$ cat src/rtl/zbt_frame_arbiter.sv
// Sole owner of the ZBT SRAM port: arbitrates VGA reads against NTSC writes and
// double-buffers frames so NTSC fills the back buffer while VGA shows the front one.
module zbt_frame_arbiter #(
    parameter int DATA_W    = 36,
    parameter int ADDR_W    = 19,
    parameter int BUF1_BASE = 153600
) (
    input  logic              clock,
    input  logic              reset,
    input  logic              vga_flag,
    input  logic [9:0]        vga_hcount,
    input  logic [9:0]        vga_vcount,
    output logic [DATA_W-1:0] vga_pixel,
    output logic              done_vga,
    input  logic              ntsc_flag,
    input  logic [9:0]        ntsc_hcount,
    input  logic [9:0]        ntsc_vcount,
    input  logic [DATA_W-1:0] ntsc_pixel,
    output logic              done_ntsc,
    input  logic              frame_flag,
    output logic [ADDR_W-1:0] mem_addr,
    output logic              mem_we,
    output logic [DATA_W-1:0] mem_dout,
    input  logic [DATA_W-1:0] mem_din,
    output logic              display_buf,
    output logic              ntsc_overflow
);

    function automatic logic [ADDR_W-1:0] frame_addr(input logic sel, input logic [9:0] v,
                                                     input logic [9:0] h);
        logic [ADDR_W-1:0] vv;
        vv = ADDR_W'(v);
        return (sel ? ADDR_W'(BUF1_BASE) : '0) + (vv << 8) + (vv << 6) + ADDR_W'(h[9:1]);
    endfunction

    logic              swap_pending;
    logic              pend_valid;
    logic [ADDR_W-1:0] pend_addr;
    logic [DATA_W-1:0] pend_data;
    logic [2:0]        rd_valid;
    logic [1:0]        wr_valid;
    logic [DATA_W-1:0] wr_data0;
    logic [DATA_W-1:0] wr_data1;

    logic              do_swap;
    logic              front_buf;
    logic              write_issue;
    logic [ADDR_W-1:0] vga_addr;
    logic [ADDR_W-1:0] ntsc_addr;
    logic              unused_lsb;

    // The swap takes effect in the same cycle as the first fetch of the frame,
    // so that fetch and any coincident NTSC request already see the new buffers.
    always_comb begin
        do_swap     = vga_flag && swap_pending && (vga_vcount == '0) && (vga_hcount[9:1] == '0);
        front_buf   = display_buf ^ do_swap;
        vga_addr    = frame_addr(front_buf, vga_vcount, vga_hcount);
        ntsc_addr   = frame_addr(!front_buf, ntsc_vcount, ntsc_hcount);
        write_issue = !vga_flag && (pend_valid || ntsc_flag);
        unused_lsb  = vga_hcount[0] ^ ntsc_hcount[0];
    end

    always_ff @(posedge clock) begin
        if (reset) begin
            vga_pixel     <= '0;
            done_vga      <= 1'b0;
            done_ntsc     <= 1'b0;
            mem_addr      <= '0;
            mem_we        <= 1'b0;
            mem_dout      <= '0;
            display_buf   <= 1'b0;
            ntsc_overflow <= 1'b0;
            swap_pending  <= 1'b0;
            pend_valid    <= 1'b0;
            pend_addr     <= '0;
            pend_data     <= '0;
            rd_valid      <= '0;
            wr_valid      <= '0;
            wr_data0      <= '0;
            wr_data1      <= '0;
        end else begin
            mem_we       <= 1'b0;
            done_ntsc    <= 1'b0;
            done_vga     <= rd_valid[2];
            rd_valid     <= {rd_valid[1:0], vga_flag};
            wr_valid     <= {wr_valid[0], write_issue};
            wr_data1     <= wr_data0;
            display_buf  <= front_buf;
            swap_pending <= do_swap ? 1'b0 : (swap_pending | frame_flag);
            if (rd_valid[2]) vga_pixel <= mem_din;
            if (wr_valid[1]) mem_dout <= wr_data1;

            if (vga_flag) begin
                mem_addr <= vga_addr;
                if (ntsc_flag) begin
                    if (pend_valid) begin
                        ntsc_overflow <= 1'b1;
                    end else begin
                        pend_valid <= 1'b1;
                        pend_addr  <= ntsc_addr;
                        pend_data  <= ntsc_pixel;
                    end
                end
            end else if (pend_valid) begin
                mem_addr   <= pend_addr;
                mem_we     <= 1'b1;
                done_ntsc  <= 1'b1;
                wr_data0   <= pend_data;
                pend_valid <= 1'b0;
                if (ntsc_flag) ntsc_overflow <= 1'b1;
            end else if (ntsc_flag) begin
                mem_addr  <= ntsc_addr;
                mem_we    <= 1'b1;
                done_ntsc <= 1'b1;
                wr_data0  <= ntsc_pixel;
            end
        end
    end

endmodule

$ cat config.mk
export PLATFORM = sky130hd
export DESIGN_NAME = zbt_frame_arbiter
export DESIGN_NICKNAME = d
export VERILOG_FILES = /design/src/rtl/zbt_frame_arbiter.sv
export SDC_FILE = /design/constraint.sdc
export NUM_CORES = 1
export LEC_CHECK = 0
export BUFFER_PORTS_ARGS = -buffer_cell sky130_fd_sc_hd__buf_2
export CELL_PAD_IN_SITES_DETAIL_PLACEMENT = 1
export CELL_PAD_IN_SITES_GLOBAL_PLACEMENT = 1
export CORE_UTILIZATION = 44
export DETAILED_ROUTE_END_ITERATION = 10
export GPL_TIMING_DRIVEN = 0
export HOLD_SLACK_MARGIN = 0.02
export PLACE_DENSITY = 0.83
export SLEW_MARGIN = 20
export SYNTH_ARGS = -nofsm -noshare
export SYNTH_HDL_FRONTEND = slang
export SYNTH_SLANG_ARGS = --single-unit
$ cat constraint.sdc
create_clock -name clock -period 6.5 [get_ports clock]
set_input_delay 1.95 -clock clock [delete_from_list [all_inputs] [get_ports clock]]
set_output_delay 1.95 -clock clock [all_outputs]
set_load 0.05 [all_outputs]
# Word level (Yosys, flattened, before mapping)
# Index checks and enable logic that the tools add are counted.
# W data, S select, Z words.
# totals
regBits	229
out_inout_bits	96
word_cells	55
# classes
addsub	6
mux	14
bitwise	4
reduce_logical	16
# op_table
operator	n
$mux W36	2
$mux W19	3
$add A18 B18 Y19	2
$add A19 B16 Y19	2
$add A19 B9 Y19	2
$mux W18	2
$logic_not A10 Y1	1
$logic_not A9 Y1	1
$mux W1	7
$reduce_or A2 Y1	3
$logic_and A1 B1 Y1	4
$reduce_and A2 Y1	2
$reduce_and A3 Y1	1
$reduce_bool A3 Y1	1
$not A1 Y1	2
$reduce_bool A2 Y1	1
$logic_not A1 Y1	1
$logic_or A1 B1 Y1	1
$or A1 B1 Y1	1
$xor A1 B1 Y1	1

# Longest topological paths before layout
# Gate-level depths: netlist of run 1.
# depth
depth_word	11
mapped_depth	14
mapped_depth_nobuf	13

# Worst setup path before layout of run 1
# No wires, ideal clock.
# synth_timing
path_kind	input-to-reg
startpoint	in vga_vcount[2]
endpoint	reg mem_addr[15]
setup_ns	0.137
t_arrival_ns	4.910
required_time_ns	6.363
setup_slack_ns	1.452
path_stages	14
path_buffers	1
path_cell_list	nor4_2 nand4b_1 nor4_1 or2_1 buf_6 clkinv_8 fa_1 ha_1 nand3_1 nor2_1 o41a_1 or3_1 nand3_1 a31oi_1
# synth_via
elab_chain_cells	11
# synth_rtl
element	line_no	source
start, declared	12	input logic [9:0] vga_vcount,
$logic_not A10 Y1 *	55	do_swap = vga_flag && swap_pending && (vga_vcount == '0) && (vga_hcount[9:1] == '0);
$logic_and A1 B1 Y1 * (2 in series)	55	
$xor A1 B1 Y1 *	56	front_buf = display_buf ^ do_swap;
named net front_buf	46	logic front_buf;
$mux W18	33	return (sel ? ADDR_W'(BUF1_BASE) : '0) + (vv << 8) + (vv << 6) + ADDR_W'(h[9:1]);
$add A18 B18 Y19	33	
$add A19 B16 Y19	33	
$add A19 B9 Y19	33	
$mux W19	111	end else if (ntsc_flag) begin
$mux W19	104	end else if (pend_valid) begin
$mux W19 *	93	if (vga_flag) begin
end signal, assigned	94	mem_addr <= vga_addr;
end signal, assigned	105	mem_addr <= pend_addr;
end signal, assigned	112	mem_addr <= ntsc_addr;
end, declared	21	output logic [ADDR_W-1:0] mem_addr,
# Mark *: on every way through the listed nets, which the timed path passes. The rest lies on a longest branch. The select of a mux whose other input is x is not followed.
# A chain may end at the register's enable or synchronous reset.

# Final worst setup path of run 1
# layout_timing
startpoint	in vga_vcount[2]
endpoint	reg mem_addr[16]
# The elaborated chain is that of the path after synthesis.

==> impl_summary.txt, run 1 <==
----------------------------------------------------
[Cells and area]
  Final net count ... 1409
  Filler Cell Count ... 2488
  Area of the multi-input gates ... 4640 sq um
  Area growth from synthesis to layout ... 23.5%
  Final standard cell utilization of the core ... 55.6%
  Sequential cell area ... 4580 sq um
  Fraction of final layout cells sized beyond drive strength 1 ... a little over a fifth

[Floorplan]
  Core area ... 21200 sq um
  Initial core utilization ... 45.0%
  I/O pin count ... 213
  Standard-cell row count ... 53
  Die width ... 149 um
  Floorplan die area ... 22300 sq um
  Die H ... 149 um

[Clock network]
  Buffer cell driving the clock tree root ... sky130_fd_sc_hd__clkbuf_16
  Inserted Clock Buffers ... 25
  Number of buffers on the longest clock path ... 3
  # hold bufs at CTS ... 0
  H-tree levels ... 1
  Clock latency on the worst-skew pair ... about 0.53 ns
  Clock tree from TritonCTS ... done
  Clock slew at reported path FFs ... ~0.06 ns
  Quantity of gates resized following cts ... 0
  Buffer count from post-CTS setup fixing ... 0
  Clock Sink Count ... 229

[Setup path]
  Highest-delay cell along the critical path ... sky130_fd_sc_hd__nor4b_1
  Worst R2R Setup Slack ... ~2.5 ns
  Setup crit end kind ... flip-flop
  Cell Chain, Critical Path ... buf_2 > nor4_2 > nand4b_1 > nor4_1 > or2_1 > buf_6 > clkinv_8 > fa_1 > ha_1 > nand2_1 > o2bb2a_1 > nand4_1 > nor4b_1 > o21ai_0
  CP arrival ... about 5.9 ns
  Required arrival time at the worst endpoint ... 6.88 ns
  Critical path startpoint category ... input port
  Maximum fanout along the worst path ... 9
  Peak per-stage delay on the critical path ... 0.66 ns
  Crit Path Class ... input port to flip-flop

[Route]
  Drt initial violations ... 357
  Number of vias per cell after detailed routing ... around 5.4
  Post-detailed-route count of antenna-violating nets ... 0
  Pre-antenna DRT Iters ... 4
  Routed len/inst ... 18.7 um
  Drc violations ... 0
  Post-Route WL ... just under 30000 um
  Total number of vias ... 8291

[Yosys]
  Cell with the most instances after synthesis ... sky130_fd_sc_hd__dfxtp_1
  Main synth FF type ... sky130_fd_sc_hd__dfxtp_1
  Library cell occupying the most area in the post-synthesis netlist ... sky130_fd_sc_hd__dfxtp_1
  Netlist area before placement ... 9530 sq um
  Synthesized netlist cell count ... 1014
  Fraction of post-synthesis cell area in the top cell type by area ... between 40% and 50%
  Number of different library cells in the post-synthesis netlist ... 57
  Warnings, synthesis ... 0
  Post-synthesis async set-or-reset flop share ... 0%
  Top cells by area in the synthesized netlist ... sky130_fd_sc_hd__dfxtp_1, sky130_fd_sc_hd__mux2i_1, sky130_fd_sc_hd__nor2_1
  Commonest cells post-synth ... sky130_fd_sc_hd__dfxtp_1, sky130_fd_sc_hd__nor2_1, sky130_fd_sc_hd__nand2_1
  Synth Net Count ... 1173
  Mean instance size in the synthesized netlist ... approximately 9.4 sq um
  Post-synthesis register bit count ... 229
  Proportion of synthesized chip area in sequential cells ... 48.1%
  Number of enable flip-flop cells after synthesis ... 0

[Power and ir drop]
  Combinational group share of total power ... 15.2%
  Leakage power ... between 4 and 5 nW
  Part of the total power dissipated in the clock network ... 41.5%
  Peak supply drop ... 0.134 mV
  Switching share of power ... roughly 27%
  Internal power ... 0.00252 W
  P_sw ... 0.000954 W
  Power Dens Cells ... between 200 and 300 nW/um^2
  Portion of total power attributed to sequential cells ... between 40% and 50%

[Global route]
  Total routing usage reported by global routing ... 26.0%
  Antenna violations before repair ... 3
  Wire length of the first global-routing pass ... 45100 um
  Leftover overflow at the end of global routing ... 0
  Vias in the first global route ... 8596
  Largest net degree at the start of global routing ... 14

[Outcome]
  Run status ... finished clean

[Hold path]
  Path class of the lowest-slack min-delay path ... flip-flop to flip-flop

[Timing]
  Min setup slack post-route ... 0.966 ns
  Unrepaired setup endpoints after global routing ... false
  Pins over their slew limit ... 0
  Final period demand of the worst path ... 5.53 ns
  Achievable Freq ... 0.181 GHz
  Number of setup violations in the final report ... 0
  Worst slew margin relative to its limit ... between 40% and 50%
  Slew at the pin closest to its max-slew limit ... about 0.8 ns
  Ratio of final minimum period to clock period ... 85.1%
  Setup Total Neg Slack ... 0 ns
  Final setup skew ... 0.0125 ns
  Final Hold Viols ... 0
  Final hold slack ... 0.435 ns

[Placement]
  Final HPWL from detailed placement ... about 21000 um
  GPL Wtd Cong ... 0.873
  Worst slack at placement ... 0.574 ns
  Number of port buffers ... 209

[Job]
  Maximum Capacitance Violations ... 0

----------------------------------------------------
==> cells in the final DEF, fill, tap and decap left out, drive strengths merged, types with 5 or more instances in the layout <==
| cell | Yosys | routed |
|---|---|---|
| a21oi | 70 | 70 |
| o21ai | 19 | 19 |
| nand2 | 119 | 119 |
| mux2i | 112 | 112 |
| xnor2 | 12 | 12 |
| nand3 | 8 | 8 |
| a221oi | 9 | 9 |
| dfxtp | 229 | 229 |
| clkbuf | 53 | 91 |
| nor2b | 44 | 44 |
| ha | 35 | 35 |
| a21o | 12 | 12 |
| fa | 7 | 7 |
| a211oi | 44 | 44 |
| nor4 | 5 | 5 |
| inv | 6 | 7 |
| nor3 | 6 | 6 |
| nor2 | 149 | 149 |
| a22oi | 9 | 9 |
| clkinv | 2 | 6 |
| buf | 13 | 222 |
==> critical path, delay by kind of cell <==
family / cells / cell delay [ns]
AOI/OAI and AO/OA: 2 / 0.53
adders and majority gates: 2 / 0.83
and+or+nand+nor: 7 / 2.20
buffers and inverters: 3 / 0.39
==> stage by stage <==
step                      instance area (sq um)  power [W]  std cells
after floorplan                            9530    0.00188       1014
after global routing                      11800    0.00361       1543
final                                     11800    0.00347       1545
after detailed placement                  10900    0.00206       1498
after global placement                    10900    0.00204       1498
after CTS                                 11800    0.00350       1542
==> flip-flops by register name (all words and copies together), names as in the netlist <==
| name | cells |
|---|---|
| display_buf | 1 |
| mem_dout | 36 |
| ntsc_overflow | 1 |
| vga_pixel | 36 |
| wr_valid | 2 |
| wr_data0 | 36 |
| swap_pending | 1 |
| rd_valid | 3 |
| mem_we | 1 |
| mem_addr | 19 |
| pend_data | 36 |
| pend_addr | 19 |
| done_vga | 1 |
| wr_data1 | 36 |
| pend_valid | 1 |
==> cell families (layout without fill, tap and decap cells) <==
logic type      Yosys count  after routing  share of synthesized area (%)
other cells               0              3                              0
compound gates          192            192                           13.4
flops                   229            229                           48.1
buf+inv                  74            327                           3.16
xor+xnor                 17             17                           1.71
fa+ha+maj                42             42                           6.07
simple gates            347            347                           15.7
mux                     113            113                           11.9
==> power by group through the flow <==
stage          clock network, W  logic, W  registers, W
6_report                0.00144  0.000526       0.00151
5_1_grt                 0.00152  0.000577       0.00151
4_1_cts                 0.00147  0.000528       0.00151
3_5_place_dp                  0  0.000520       0.00154
3_3_place_gp                  0  0.000508       0.00153
2_1_floorplan                 0  0.000282       0.00160
==> layer usage <==
metal	part of all wire, %	global-route usage, %
met1	42	30.7
met2	50	47.0
met3	5.2	4.19
met4	3.1	9.59
met5	0	0
==> worst paths after layout <==
check | from | endpoint | cells past startpoint
worst min-delay path | rd_valid[1] | rd_valid[2] | 1
worst max register to register | swap_pending | mem_addr[16] | 12
worst min register to register | rd_valid[1] | rd_valid[2] | 1
worst max-delay path | vga_vcount[2] | mem_addr[16] | 14
==> layout make-up <==
class | instances | share of cell area, %
clock inverters | 6 | 0.595
diodes | 3 | 0.0638
inverters | 8 | 0.361
multi-input cells | 711 | 39.4
flip-flops and latches | 229 | 38.9
repair buffers | 209 | 8.89
plain buffers | 66 | 2.20
well taps | 275 | 2.92
clock buffers | 38 | 6.58
Note: power is estimated with default switching activity, not from simulation.
==> run 2: changes to the inputs <==
--- a/config.mk
+++ b/config.mk
@@ -8,9 +8,10 @@
 export BUFFER_PORTS_ARGS = -buffer_cell sky130_fd_sc_hd__buf_2
 export CELL_PAD_IN_SITES_DETAIL_PLACEMENT = 1
 export CELL_PAD_IN_SITES_GLOBAL_PLACEMENT = 1
+export CORE_MARGIN = 4
 export CORE_UTILIZATION = 44
 export DETAILED_ROUTE_END_ITERATION = 10
-export GPL_TIMING_DRIVEN = 0
+export GPL_TIMING_DRIVEN = 1
 export HOLD_SLACK_MARGIN = 0.02
 export PLACE_DENSITY = 0.83
 export SLEW_MARGIN = 20
==> impl_summary.txt, run 2 (synthesis results as in run 1) <==
----------------------------------------------------
[Outcome]
  Run status ... finished clean

[Route]
  Drt initial violations ... 433 (+21%)
  Post-detailed-route count of antenna-violating nets ... 0 (unchanged)
  Post-Route WL ... 26300 um (-9.0%)
  Total number of vias ... 7918 (-4.5%)
  Drc violations ... 0 (unchanged)
  Routed len/inst ... 17.6 um (-5.7%)
  Number of vias per cell after detailed routing ... 5.31 (-0.97%)
  Pre-antenna DRT Iters ... 4 (unchanged)

[Global route]
  Wire length of the first global-routing pass ... 41400 um (-8.1%)
  Met3 global-route usage ... 3.70% (-0.49 points)
  Grt peak-use layer ... met2
  Met1 track utilization from global routing ... 25.8% (-5.0 points)
  Largest net degree at the start of global routing ... 85 (+71)
  Vias in the first global route ... 8118 (-5.6%)
  Total routing usage reported by global routing ... 20.8% (-5.2 points)
  Leftover overflow at the end of global routing ... 0 (unchanged)
  Global routing met2 resource utilization ... 36.8% (-10 points)
  Antenna violations before repair ... 4 (+1)

[Placement]
  GPL Wtd Cong ... 0.821 (-5.9%)
  Number of port buffers ... 210 (+0.48%)
  Number of placed instances, taps included ... 1441 (-3.8%)
  Final HPWL from detailed placement ... 18300 um (-15%)

[Cells and area]
  Fraction of final layout cells sized beyond drive strength 1 ... 22.6% (+1.8 points)
  Commonest non-fill, non-tap cells in the layout ... sky130_fd_sc_hd__dfxtp_1, sky130_fd_sc_hd__buf_2, sky130_fd_sc_hd__nor2_1, sky130_fd_sc_hd__nand2_1, sky130_fd_sc_hd__mux2i_1
  Final net count ... 1354 (-3.9%)
  Final cell count without fillers ... 1490 (-3.6%)
  Most common library cell in the layout ignoring fill and taps ... sky130_fd_sc_hd__dfxtp_1
  Area growth from synthesis to layout ... 21.6%

[Timing]
  Final period demand of the worst path ... 5.47 ns (-0.0622 ns)
  Pins over their slew limit ... 0 (unchanged)
  Final setup skew ... 0.00779 ns (-0.00469 ns)
  Ratio of final minimum period to clock period ... 84.2% (-0.96 points)
  Unrepaired setup endpoints after global routing ... false
  Achievable Freq ... 0.183 GHz (+1.1%)
  Worst slew margin relative to its limit ... 25.9% (-20 points)
  Final Hold Viols ... 0 (unchanged)
  Slew at the pin closest to its max-slew limit ... 1.11 ns (+0.310 ns)
  Setup Total Neg Slack ... 0 ns (unchanged)
  Number of setup violations in the final report ... 0 (unchanged)

[Clock network]
  Quantity of gates resized following cts ... 0 (unchanged)
  Clock latency on the worst-skew pair ... 0.51 ns (-0.02 ns)
  Inserted Clock Buffers ... 26 (+4.0%)
  Buffer cell driving the clock tree root ... sky130_fd_sc_hd__clkbuf_16
  Clock slew at reported path FFs ... 0.06 ns (about the same)
  Clock tree from TritonCTS ... done
  Number of buffers on the longest clock path ... 3 (unchanged)
  # hold bufs at CTS ... 0 (unchanged)
  H-tree levels ... 1 (unchanged)
  Buffer count from post-CTS setup fixing ... 0 (unchanged)
  Clock Sink Count ... 229 (unchanged)

[Hold path]
  Path class of the lowest-slack min-delay path ... flip-flop to flip-flop

[Setup path]
  Maximum fanout along the worst path ... 9 (unchanged)
  CP arrival ... 5.84 ns (-0.07 ns)
  Cell Chain, Critical Path ... buf_2 > nor4_2 > nand4b_1 > nor4_1 > or2_1 > clkinv_8 > fa_1 > ha_1 > nand2_1 > o2bb2a_1 > nand4_1 > nor4b_1 > o21ai_0
  Required arrival time at the worst endpoint ... 6.86 ns (-0.02 ns)
  Setup crit end kind ... flip-flop
  Crit Path Class ... input port to flip-flop
  Critical path startpoint category ... input port
  Worst R2R Setup Slack ... 2.55 ns (+0.06 ns)
  Peak per-stage delay on the critical path ... 0.54 ns (-0.12 ns)
  Highest-delay cell along the critical path ... sky130_fd_sc_hd__nor4_1

[Job]
  Maximum Capacitance Violations ... 0 (unchanged)

[Power and ir drop]
  Peak supply drop ... 0.172 mV (+28%)
  Leakage power ... 4.86 nW (-1.0%)
  Power Dens Cells ... 292 nW/um^2 (-1.0%)

[Floorplan]
  Standard-cell row count ... 53 (unchanged)
  Die H ... 155 um (+4.0%)
  Floorplan die area ... 24100 sq um (+8.2%)
  Core area ... 21200 sq um (unchanged)
  I/O pin count ... 213 (unchanged)
  Initial core utilization ... 45.0% (unchanged)
  Die width ... 155 um (+4.0%)

----------------------------------------------------
-- run 2: cell type report --
class                      count  area, sq um
tap                          275          344
clock inverter                 7         45.0
antenna                        2         5.00
fill                        2466         9570
clock buffer                  39          762
inverter                       8         42.5
timing repair buffer         219         1140
multi-input combinational    711         4650
sequential                   229         4590
-- run 2: per-layer routing --
layer	routed length [um]	vias up
met5	34	-
met1	11300	3766
met2	12600	213
met3	1650	55
li1	-	3880
met4	699	4
-- run 2: final timing paths --
check,cells after the start,to,from
min,1,rd_valid[2],rd_valid[1]
max reg2reg,11,mem_addr[16],swap_pending
max,13,mem_addr[16],vga_vcount[2]
min reg2reg,1,rd_valid[2],rd_valid[1]
-- run 2: critical path: cells and delay by family --
family	cells	cell delay (ns)
buffers and inverters	2	0.29
adders and majority gates	2	0.84
AOI/OAI and AO/OA	2	0.53
and+or+nand+nor	7	2.20
-- run 2: report_power, final --
group	leakage (nW)	internal, W	switching (W)
registers	1.87	0.00147	0.0000430
clock network	0.400	0.000810	0.000564
logic	2.59	0.000183	0.000311
total	4.86	0.00247	0.000918
-- run 2: per-stage QoR --
| stage | hold slack, ns | cell area [sq um] | worst slack, ns | power (W) | util, % |
|---|---|---|---|---|---|
| floorplan | 0.414 | 9530 | 1.45 | 0.00188 | - |
| CTS | 0.440 | 11600 | 1.06 | 0.00342 | 54.6 |
| global placement | 0.419 | 10700 | 0.738 | 0.00202 | 50.8 |
| global route | 0.444 | 11600 | 0.704 | 0.00354 | 54.8 |
| detailed placement | 0.426 | 10700 | 0.682 | 0.00204 | 50.8 |
| finish | 0.436 | 11600 | 1.03 | 0.00338 | 54.8 |
==> run 3: changes to the inputs <==
--- a/config.mk
+++ b/config.mk
@@ -5,15 +5,16 @@
 export SDC_FILE = /design/constraint.sdc
 export NUM_CORES = 1
 export LEC_CHECK = 0
+export ABC_AREA = 1
 export BUFFER_PORTS_ARGS = -buffer_cell sky130_fd_sc_hd__buf_2
 export CELL_PAD_IN_SITES_DETAIL_PLACEMENT = 1
 export CELL_PAD_IN_SITES_GLOBAL_PLACEMENT = 1
 export CORE_MARGIN = 4
-export CORE_UTILIZATION = 44
+export CORE_UTILIZATION = 35
 export DETAILED_ROUTE_END_ITERATION = 10
 export GPL_TIMING_DRIVEN = 1
 export HOLD_SLACK_MARGIN = 0.02
-export PLACE_DENSITY = 0.83
+export PLACE_DENSITY = 0.74
 export SLEW_MARGIN = 20
 export SYNTH_ARGS = -nofsm -noshare
 export SYNTH_HDL_FRONTEND = slang
==> constraint.sdc (replaced) <==
create_clock -name clock -period 4.8 [get_ports clock]
set_input_delay 1.44 -clock clock [delete_from_list [all_inputs] [get_ports clock]]
set_output_delay 1.44 -clock clock [all_outputs]
set_load 0.05 [all_outputs]
==> impl_summary.txt, run 3 <==
----------------------------------------------------
[Yosys]
  Mean instance size in the synthesized netlist ... 7.52 sq um (-20%)
  Netlist area before placement ... 9490 sq um (-0.45%)
  Post-synthesis async set-or-reset flop share ... 0% (unchanged)
  Library cell occupying the most area in the post-synthesis netlist ... sky130_fd_sc_hd__dfxtp_1
  Fraction of post-synthesis cell area in the top cell type by area ... 48.3% (+0.22 points)
  Main synth FF type ... sky130_fd_sc_hd__dfxtp_1
  Warnings, synthesis ... 0 (unchanged)
  Synthesized netlist cell count ... 1261 (+24%)
  Commonest cells post-synth ... sky130_fd_sc_hd__nor2_1, sky130_fd_sc_hd__dfxtp_1, sky130_fd_sc_hd__nand2_1
  Top cells by area in the synthesized netlist ... sky130_fd_sc_hd__dfxtp_1, sky130_fd_sc_hd__nor2_1, sky130_fd_sc_hd__o21ai_0
  Proportion of synthesized chip area in sequential cells ... 48.3% (+0.22 points)
  Post-synthesis register bit count ... 229 (unchanged)
  Synth Net Count ... 1420 (+21%)
  Number of different library cells in the post-synthesis netlist ... 36 (-37%)
  Number of enable flip-flop cells after synthesis ... 0 (unchanged)
  Cell with the most instances after synthesis ... sky130_fd_sc_hd__nor2_1

[Floorplan]
  Floorplan die area ... 29800 sq um (+24%)
  Standard-cell row count ... 59 (+11%)
  Initial core utilization ... 36.0% (-9.0 points)
  Die width ... 173 um (+11%)
  Die H ... 173 um (+11%)
  I/O pin count ... 213 (unchanged)
  Core area ... 26400 sq um (+25%)

[Setup path]
  Most frequent cell on the critical path ... sky130_fd_sc_hd__a21oi_1
  Worst R2R Setup Slack ... 1.65 ns (-0.90 ns)
  Capture point of the worst reg-to-reg path ... mem_addr[15]
  Maximum fanout along the worst path ... 10 (+1)
  Peak per-stage delay on the critical path ... 0.44 ns (-0.10 ns)
  Cell Chain, Critical Path ... buf_2 > or2_1 > nor2_1 > nand4_1 > nand2_2 > inv_1 > fa_1 > ha_1 > a21oi_1 > o21ai_0 > a21oi_1 > o21bai_1 > xor2_1 > nand2_1 > nand2_1 > a21oi_1
  Number of cells on the worst reg-to-reg path ... 15 (+4)
  Setup crit start ... vga_hcount[3]
  Critical path startpoint category ... input port
  Setup crit end kind ... flip-flop
  Required arrival time at the worst endpoint ... 5.20 ns (-1.66 ns)
  Critical R2R Launch ... swap_pending
  Crit Path Class ... input port to flip-flop
  Highest-delay cell along the critical path ... sky130_fd_sc_hd__fa_1
  CP arrival ... 4.48 ns (-1.36 ns)

[Global route]
  Leftover overflow at the end of global routing ... 0 (unchanged)
  Global routing met2 resource utilization ... 33.2% (-3.6 points)
  Antenna violations before repair ... 6 (+2)
  Vias in the first global route ... 9023 (+11%)
  Total routing usage reported by global routing ... 18.6% (-2.2 points)
  Grt peak-use layer ... met2
  Met1 track utilization from global routing ... 22.9% (-2.9 points)
  Largest net degree at the start of global routing ... 89 (+4.7%)
  Wire length of the first global-routing pass ... 46800 um (+13%)
  Met3 global-route usage ... 3.97% (+0.27 points)

[Timing]
  Number of setup violations in the final report ... 0 (unchanged)
  Achievable Freq ... 0.245 GHz
  Setup Total Neg Slack ... 0 ns (unchanged)
  Final Hold Viols ... 0 (unchanged)
  Final setup skew ... 0.0115 ns (+0.00375 ns)
  Slew at the pin closest to its max-slew limit ... 1.06 ns (-0.0499 ns)
  Pins over their slew limit ... 0 (unchanged)
  Final period demand of the worst path ... 4.08 ns
  Worst slew margin relative to its limit ... 29.1% (+3.2 points)
  Unrepaired setup endpoints after global routing ... false
  Ratio of final minimum period to clock period ... 85.0%

[Clock network]
  Inserted Clock Buffers ... 26 (unchanged)
  Number of buffers on the longest clock path ... 3 (unchanged)
  # hold bufs at CTS ... 0 (unchanged)
  Clock slew at reported path FFs ... 0.06 ns (about the same)
  Quantity of gates resized following cts ... 0 (unchanged)
  Buffer count from post-CTS setup fixing ... 0 (unchanged)
  Buffer cell driving the clock tree root ... sky130_fd_sc_hd__clkbuf_16
  Clock Sink Count ... 229 (unchanged)
  H-tree levels ... 1 (unchanged)
  Clock latency on the worst-skew pair ... 0.52 ns (about the same)
  Clock tree from TritonCTS ... done

[Cells and area]
  Commonest non-fill, non-tap cells in the layout ... sky130_fd_sc_hd__nor2_1, sky130_fd_sc_hd__dfxtp_1, sky130_fd_sc_hd__buf_2, sky130_fd_sc_hd__nand2_1, sky130_fd_sc_hd__o21ai_0
  Final net count ... 1598 (+18%)
  Most common library cell in the layout ignoring fill and taps ... sky130_fd_sc_hd__nor2_1
  Fraction of final layout cells sized beyond drive strength 1 ... 19.0% (-3.6 points)
  Area growth from synthesis to layout ... 22.2%

[Placement]
  Final HPWL from detailed placement ... 19200 um (+4.5%)
  GPL Wtd Cong ... 0.881 (+7.2%)
  Number of port buffers ... 210 (unchanged)

[Outcome]
  Run status ... finished clean

[Route]
  Routed len/inst ... 15.9 um (-9.9%)
  Post-detailed-route count of antenna-violating nets ... 0 (unchanged)
  Drc violations ... 0 (unchanged)
  Total number of vias ... 8698 (+9.9%)
  Pre-antenna DRT Iters ... 4 (unchanged)
  Drt initial violations ... 345 (-20%)
  Number of vias per cell after detailed routing ... 4.86 (-8.6%)
  Post-Route WL ... 28400 um (+8.3%)

[Job]
  Maximum Capacitance Violations ... 0 (unchanged)

[Hold path]
  Path class of the lowest-slack min-delay path ... flip-flop to flip-flop
  Critical hold path startpoint ... rd_valid[0]
  Hold path endpoint ... rd_valid[1]
  Hold Crit Depth ... 2 (+1)

[Power and ir drop]
  Leakage power ... 5.60 nW (+15%)
  Power Dens Cells ... 405 nW/um^2 (+39%)
  Peak supply drop ... 0.239 mV (+39%)
  Overall power of the completed layout ... 0.00469 W (+39%)

----------------------------------------------------
-- run 3: cell count changes after synthesis, sizes merged, moves of 29 or more --
| cell | change |
|---|---|
| nor2b | -44 |
| nor2 | +189 |
| nand2 | +55 |
| a211oi | -44 |
| a21oi | -29 |
| mux2i | -112 |
| o21ai | +133 |
| inv | +86 |
| a31oi | +47 |
-- run 3: layout make-up --
class | instances | area (sq um)
multi-input cells | 863 | 4250
flip-flops and latches | 229 | 4590
fillers | 3293 | 14800
clock inverters | 2 | 23.8
inverters | 96 | 363
well taps | 335 | 419
clock buffers | 40 | 783
diodes | 3 | 7.51
repair buffers | 223 | 1160
-- run 3: logic make-up after synthesis --
family          count (synthesis)  synth area share, %
compound gates                261                 15.0
xor+xnor                       13                 1.20
fa+ha+maj                      42                 6.09
buf+inv                       169                 6.95
flops                         229                 48.3
simple gates                  547                 22.4
-- run 3: report_power, final --
part	total (W)	internal (W)	leakage (nW)	switching (W)
sequential	0.00207	0.00202	1.88	0.0000509
clock	0.00187	0.00111	0.392	0.000756
combinational	0.000753	0.000236	3.33	0.000517
-- run 3: stage by stage --
step	utilization, %	std cells	worst slack [ns]	cell area [sq um]	hold slack [ns]
5_1_grt	44.0	1789	0.483	11600	0.427
4_1_cts	44.0	1788	0.756	11600	0.403
3_3_place_gp	40.9	1746	0.267	10800	0.389
3_5_place_dp	40.9	1746	0.209	10800	0.396
2_1_floorplan	-	1261	0.779	9490	0.388
6_report	44.0	1791	0.718	11600	0.403
-- run 3: worst max path at each step --
stage | endpoint | cells past startpoint
finish | mem_addr[15] | 16
global route | mem_addr[15] | 14
CTS | mem_addr[15] | 16
detailed placement | mem_addr[15] | 16
global placement | mem_addr[15] | 16
floorplan | mem_addr[15] | 19
-- run 3: critical path: cells and delay by family --
family / cells / cell delay [ns]
AOI/OAI and AO/OA: 5 / 0.73
adders and majority gates: 2 / 0.81
buffers and inverters: 2 / 0.20
xor gates and xnor gates: 1 / 0.14
and+or+nand+nor: 6 / 1.14
-- run 3: layer usage --
layer | vias to the layer above | part of all wire, %
met4 | 8 | 2.3
met3 | 47 | 5.6
met2 | 173 | 48
met5 | - | 0.19
met1 | 4062 | 44
li1 | 4408 | -
